File: src/rtl/issue_buffer.sv
// issue_buffer: in-order queue between the decoder and the reservation stations.
// Operands are captured from the register bank at enqueue, pending tags are
// resolved by snooping the CDB, and the head issues with a same-cycle rename
// write into the bank.
module issue_buffer #(
  parameter int DATA_W = 32,
  parameter int TAG_W  = 5,
  parameter int REG_W  = 5,
  parameter int OP_W   = 5,
  parameter int DEPTH  = 4,
  parameter logic [TAG_W-1:0] INVALID_TAG = '1
) (
  input  logic                         clk,
  input  logic                         rst,
  input  logic                         in_valid,
  output logic                         in_ready,
  input  logic [OP_W-1:0]              in_operator_type,
  input  logic [REG_W-1:0]             in_reg_1,
  input  logic [REG_W-1:0]             in_reg_2,
  input  logic [REG_W-1:0]             in_reg_3,
  output logic [REG_W-1:0]             out_reg_1,
  output logic [REG_W-1:0]             out_reg_2,
  input  logic [DATA_W-1:0]            in_val_1,
  input  logic [DATA_W-1:0]            in_val_2,
  input  logic [TAG_W-1:0]             in_tag_1,
  input  logic [TAG_W-1:0]             in_tag_2,
  input  logic                         in_cdb_valid,
  input  logic [TAG_W-1:0]             in_cdb_tag,
  input  logic [DATA_W-1:0]            in_cdb_val,
  output logic                         out_rs_valid,
  input  logic                         in_rs_ready,
  input  logic [TAG_W-1:0]             in_rs_tag,
  output logic [OP_W-1:0]              out_operator_type,
  output logic [DATA_W-1:0]            out_val_1,
  output logic [DATA_W-1:0]            out_val_2,
  output logic [TAG_W-1:0]             out_tag_1,
  output logic [TAG_W-1:0]             out_tag_2,
  output logic                         out_bank_enable,
  output logic [REG_W-1:0]             out_bank_reg,
  output logic [TAG_W-1:0]             out_bank_tag,
  output logic [$clog2(DEPTH+1)-1:0]   out_count
);

  localparam int PTR_W = $clog2(DEPTH);
  localparam int CNT_W = $clog2(DEPTH+1);

  typedef struct packed {
    logic [OP_W-1:0]   op;
    logic [REG_W-1:0]  r1;
    logic [REG_W-1:0]  r2;
    logic [REG_W-1:0]  r3;
    logic [DATA_W-1:0] v1;
    logic [DATA_W-1:0] v2;
    logic [TAG_W-1:0]  t1;
    logic [TAG_W-1:0]  t2;
  } entry_t;

  entry_t           mem_q [DEPTH];
  entry_t           mem_d [DEPTH];
  logic [PTR_W-1:0] head_q, head_d, tail_q, tail_d;
  logic [CNT_W-1:0] count_q, count_d;

  entry_t head, enq_e;
  logic   enq, iss;

  // A tag equal to INVALID_TAG means "value present" and never matches the CDB.
  function automatic logic cdb_hit(input logic v, input logic [TAG_W-1:0] ct,
                                   input logic [TAG_W-1:0] t);
    return v && (t == ct) && (t != INVALID_TAG);
  endfunction

  assign in_ready        = (count_q != CNT_W'(DEPTH));
  assign out_rs_valid    = (count_q != '0);
  assign enq             = in_valid && in_ready;
  assign iss             = out_rs_valid && in_rs_ready;
  assign head            = mem_q[head_q];
  assign out_reg_1       = in_reg_1;
  assign out_reg_2       = in_reg_2;
  assign out_count       = count_q;
  assign out_bank_enable = iss;
  assign out_bank_reg    = head.r3;
  assign out_bank_tag    = in_rs_tag;

  // Head fields with same-cycle CDB forwarding so a just-resolved operand issues as a value.
  always_comb begin
    out_operator_type = head.op;
    out_val_1         = head.v1;
    out_tag_1         = head.t1;
    out_val_2         = head.v2;
    out_tag_2         = head.t2;
    if (cdb_hit(in_cdb_valid, in_cdb_tag, head.t1)) begin
      out_val_1 = in_cdb_val;
      out_tag_1 = INVALID_TAG;
    end
    if (cdb_hit(in_cdb_valid, in_cdb_tag, head.t2)) begin
      out_val_2 = in_cdb_val;
      out_tag_2 = INVALID_TAG;
    end
  end

  // Incoming entry: bank data, then CDB bypass, then rename override from a concurrent issue.
  always_comb begin
    enq_e.op = in_operator_type;
    enq_e.r1 = in_reg_1;
    enq_e.r2 = in_reg_2;
    enq_e.r3 = in_reg_3;
    enq_e.v1 = in_val_1;
    enq_e.v2 = in_val_2;
    enq_e.t1 = in_tag_1;
    enq_e.t2 = in_tag_2;
    if (cdb_hit(in_cdb_valid, in_cdb_tag, in_tag_1)) begin
      enq_e.v1 = in_cdb_val;
      enq_e.t1 = INVALID_TAG;
    end
    if (cdb_hit(in_cdb_valid, in_cdb_tag, in_tag_2)) begin
      enq_e.v2 = in_cdb_val;
      enq_e.t2 = INVALID_TAG;
    end
    if (iss && (in_reg_1 == head.r3)) enq_e.t1 = in_rs_tag;
    if (iss && (in_reg_2 == head.r3)) enq_e.t2 = in_rs_tag;
  end

  // Next state: snoop every slot, then let the issuing rename win, then write the tail.
  // The popped head may also be touched here; it is dead after the edge.
  always_comb begin
    for (int i = 0; i < DEPTH; i++) begin
      mem_d[i] = mem_q[i];
      if (cdb_hit(in_cdb_valid, in_cdb_tag, mem_q[i].t1)) begin
        mem_d[i].v1 = in_cdb_val;
        mem_d[i].t1 = INVALID_TAG;
      end
      if (cdb_hit(in_cdb_valid, in_cdb_tag, mem_q[i].t2)) begin
        mem_d[i].v2 = in_cdb_val;
        mem_d[i].t2 = INVALID_TAG;
      end
      if (iss && (mem_q[i].r1 == head.r3)) mem_d[i].t1 = in_rs_tag;
      if (iss && (mem_q[i].r2 == head.r3)) mem_d[i].t2 = in_rs_tag;
      // Enqueue only fires when not full, so the tail slot never holds a live entry.
      if (enq && (tail_q == PTR_W'(i))) mem_d[i] = enq_e;
    end
    head_d  = iss ? head_q + PTR_W'(1) : head_q;
    tail_d  = enq ? tail_q + PTR_W'(1) : tail_q;
    count_d = count_q + CNT_W'(enq) - CNT_W'(iss);
  end

  // Pointer and occupancy registers; reset empties the queue.
  always_ff @(posedge clk) begin
    if (rst) begin
      head_q  <= '0;
      tail_q  <= '0;
      count_q <= '0;
    end else begin
      head_q  <= head_d;
      tail_q  <= tail_d;
      count_q <= count_d;
    end
  end

  // Entry storage; contents are meaningless outside [head, head+count).
  always_ff @(posedge clk) begin
    for (int i = 0; i < DEPTH; i++) mem_q[i] <= mem_d[i];
  end

endmodule

File: config.mk
export PLATFORM = sky130hd
export DESIGN_NAME = issue_buffer
export DESIGN_NICKNAME = d
export VERILOG_FILES = /design/src/rtl/issue_buffer.sv
export SDC_FILE = /design/constraint.sdc
export NUM_CORES = 1
export LEC_CHECK = 0
export CAP_MARGIN = 40
export CELL_PAD_IN_SITES_DETAIL_PLACEMENT = 0
export CELL_PAD_IN_SITES_GLOBAL_PLACEMENT = 1
export CORE_ASPECT_RATIO = 1.75
export CORE_UTILIZATION = 51
export CTS_CLUSTER_DIAMETER = 40
export DETAILED_ROUTE_END_ITERATION = 8
export PLACE_DENSITY = 0.87
export SYNTH_ARGS = -nofsm -noshare
export SYNTH_HDL_FRONTEND = slang
export SYNTH_SLANG_ARGS = --single-unit
File: constraint.sdc
create_clock -name clk -period 9.4 [get_ports clk]
set_input_delay 1.88 -clock clk [delete_from_list [all_inputs] [get_ports clk]]
set_output_delay 1.88 -clock clk [all_outputs]
set_load 0.005 [all_outputs]
==> results.py <==
metrics = {
    "grt": {
        "overflow": 0,
        "grt_max_degree": 50,
        "grt_pass1_vias": 12300,
        "grt_pass1_wl_um": 74900,
        "antenna_found_initial": 3,
        "grt_usage_pct": 25.9,
    },
    "yosys": {
        "yosysUniqueCellTypes": 47,
        "synth.top_cell.area_share_pct": 56.5,
        "ys.flop_type": "edfxtp_1",
        "synth_edf_count": 376,
        "yosysMostFrequentCell": "edfxtp_1",
        "netlist_instances": 1235,
        "ys_warn_count": 0,
        "syn-num-nets": 1383,
        "yosys-top-cells-count": "edfxtp_1 (376), mux2_2 (265), mux4_2 (84)",
        "synth_area_leaders": "edfxtp_1 (56%), mux2_2 (15%), mux4_2 (9.5%)",
        "syn_area_per_cell_um2": 16.2,
        "synth-seq-cells": 385,
        "synthArstFlopShare_pct": 0,
        "yosysSeqAreaShare_pct": 57.4,
        "yosysTopAreaCell": "edfxtp_1",
        "synth_area_mm2": 0.0200,
    },
    "setup_path": {
        "start_kind": "input port",
        "cp.required_ps": 7520,
        "timing.rr.end": "out_count[2]$_SDFF_PP0_",
        "cp_slowest_cell": "clkdlybuf4s50_1",
        "crit_family": "buffers and inverters",
        "worstSetupPathType": "input port to output port",
        "r2r_slack_ps": 6160,
        "cp-end-kind": "output port",
        "crit_path_start": "in_cdb_tag[1]",
        "crit_arrival_ps": 5090,
        "worstPathMaxFanout": 13,
        "crit_path_max_incr_delay_ps": 770,
        "cp_cell_sequence": "clkdlybuf4s50_1, a41oi_1, buf_4, a21oi_1, nor4_1, and3_2, buf_4, mux2_1, clkdlybuf4s50_1",
        "crit_buf_inv": 4,
        "r2r_cells": 11,
        "reg2reg_from": "out_count[1]$_SDFF_PP0_",
    },
    "min_path": {
        "hold_path_depth": 2,
        "min_to": "head_q[1]$_SDFFE_PP0P_",
        "hp-class": "flop to flop",
        "hold_start": "head_q[1]$_SDFFE_PP0P_",
    },
    "floorplanning": {
        "initial_core_util_pct": 51.9,
        "die_w_um": 152,
        "core_area_mm2": 0.0385,
        "die_area_mm2": 0.0400,
        "die_h_um": 264,
        "ios": 246,
        "row_count": 95,
    },
    "sta": {
        "maxSlewHeadroom_pct": 45.6,
        "rsz0062_at_grt": "no",
        "final_max_slew_viol_count": 0,
        "setup_viol": 0,
        "worst_slew_pin_slew_ps": 817,
        "final.setup.tns_ps": 0,
        "max_freq_ghz": 0.143,
        "hold_violations": 0,
        "fin_crit_sh_pct": 74.1,
        "period_minus_slack_ps": 6970,
        "skew_ps": 18.8,
    },
    "clock_network": {
        "cts_buffer_depth": 3,
        "cts_root_buf": "clkbuf_16",
        "cts_setup_buffers": 0,
        "cts_sinks": 385,
        "cts_buffers": 38,
        "holdBufCountCts": 0,
        "insertion_delay_ps": 530,
        "clk_pin_slew_ps": 60,
        "h-tree-depth": 2,
        "cts_resized": 0,
        "cts_tree": "built",
    },
    "cells_and_area": {
        "area_growth_pct": 20.9,
        "nFillCells": 2832,
        "multiInputGateArea_mm2": 0.00794,
        "fin_nets": 1578,
        "utilization_pct": 62.7,
        "ff_latch_area_mm2": 0.0115,
        "drive_above_1_share_pct": 34.7,
    },
    "drt": {
        "initialDrtViolationCount": 602,
        "ant_nets": 0,
        "drc": 0,
        "vias": 11700,
        "routed_wirelength_um": 50700,
        "via_per_inst": 6.00,
        "firstDrtPassIters": 5,
        "wl_per_cell_um": 26.1,
    },
    "status": {
        "outcome": "finished clean",
    },
    "placed_design": {
        "dp_hpwl_um": 34000,
        "io_buffers": 245,
        "gp_congestion": 0.888,
    },
    "pwr": {
        "power_density_mw_per_mm2": 242,
        "leakage_nw": 7.86,
        "irDropWorstVdd_mv": 0.196,
    },
    "flow_run": {
        "cap_violations": 0,
    },
}
==> how the worst max path moves through the flow <==
| stage | cells past startpoint | slack (ps) | endpoint |
|---|---|---|---|
| after floorplan | 7 | 3630 | mem_q[0][5]$_DFFE_PP_ |
| after global placement | 9 | 2000 | out_val_2[26] |
| after detailed placement | 9 | 2420 | out_val_1[27] |
| after CTS | 9 | 2410 | out_val_1[27] |
| after global routing | 9 | 2280 | out_val_1[18] |
| final | 9 | 2430 | out_val_2[26] |
==> worst min-delay path, cell delays in order, from the launching register on <==
cell	delay, ps
dfxtp_1	320
xor2_1	60
nor2_1	100
==> state kept, by name, indices dropped and copies added (netlist names), named ones only <==
register,count
mem_q,376
tail_q,2
out_count,3
head_q,2
==> logic make-up (layout without fill, tap and decap cells) <==
group	after synthesis	count (layout)	share of synthesized area [%]
muxes	405	405	27.9
adders and majority gates	7	7	0.476
DFF	385	385	57.4
other	0	2	0
and+or+nand+nor	124	124	3.11
xor gates and xnor gates	103	103	4.66
buffers and inverters	133	357	3.52
AOI/OAI and AO/OA	78	78	2.91
==> cell usage in the layout, fill, tap and decap left out, drive strengths merged, types with 18 or more instances in the layout <==
cell type / instances
clkdlybuf4s50: 245
clkbuf: 46
mux4: 84
edfxtp: 376
a2bb2oi: 20
buf: 32
xnor2: 59
xor2: 44
nand2: 18
nor2: 38
mux2: 320
==> where the power goes <==
group / switching, mW / internal [mW] / leakage [nW]
combinational: 0.882 / 1.11 / 3.76
clock: 0.658 / 0.941 / 0.641
sequential: 0.0940 / 2.16 / 3.46
==> layout make-up <==
| class | count | share of cell area [%] |
|---|---|---|
| Antenna cell | 2 | 0.0207 |
| Sequential cell | 385 | 47.5 |
| Inverter | 11 | 0.171 |
| Clock inverter | 23 | 1.28 |
| Multi-Input combinational cell | 717 | 32.9 |
| Clock buffer | 46 | 4.15 |
| Timing Repair Buffer | 277 | 11.5 |
| Tap cell | 485 | 2.51 |
==> routing by layer <==
layer	global-route usage (%)	routed length (um)	up-vias	share of wire, %
met3	3.59	2480	102	4.9
met4	10.1	1840	2	3.6
li1	-	-	5194	-
met2	48.5	28500	367	56
met5	0	14	-	0.028
met1	28.8	17900	6013	35
==> through the flow <==
stage	power (mW)	cells	setup slack [ps]	instance area, um2	hold slack (ps)
2_1_floorplan	3.47	1235	3630	20000	485
3_3_place_gp	4.25	1870	2000	22700	504
3_5_place_dp	4.31	1875	2420	22800	527
4_1_cts	5.91	1944	2410	24100	541
5_1_grt	6.09	1946	2280	24200	585
6_report	5.84	1946	2430	24200	530
(Power assumes the default switching activity.)
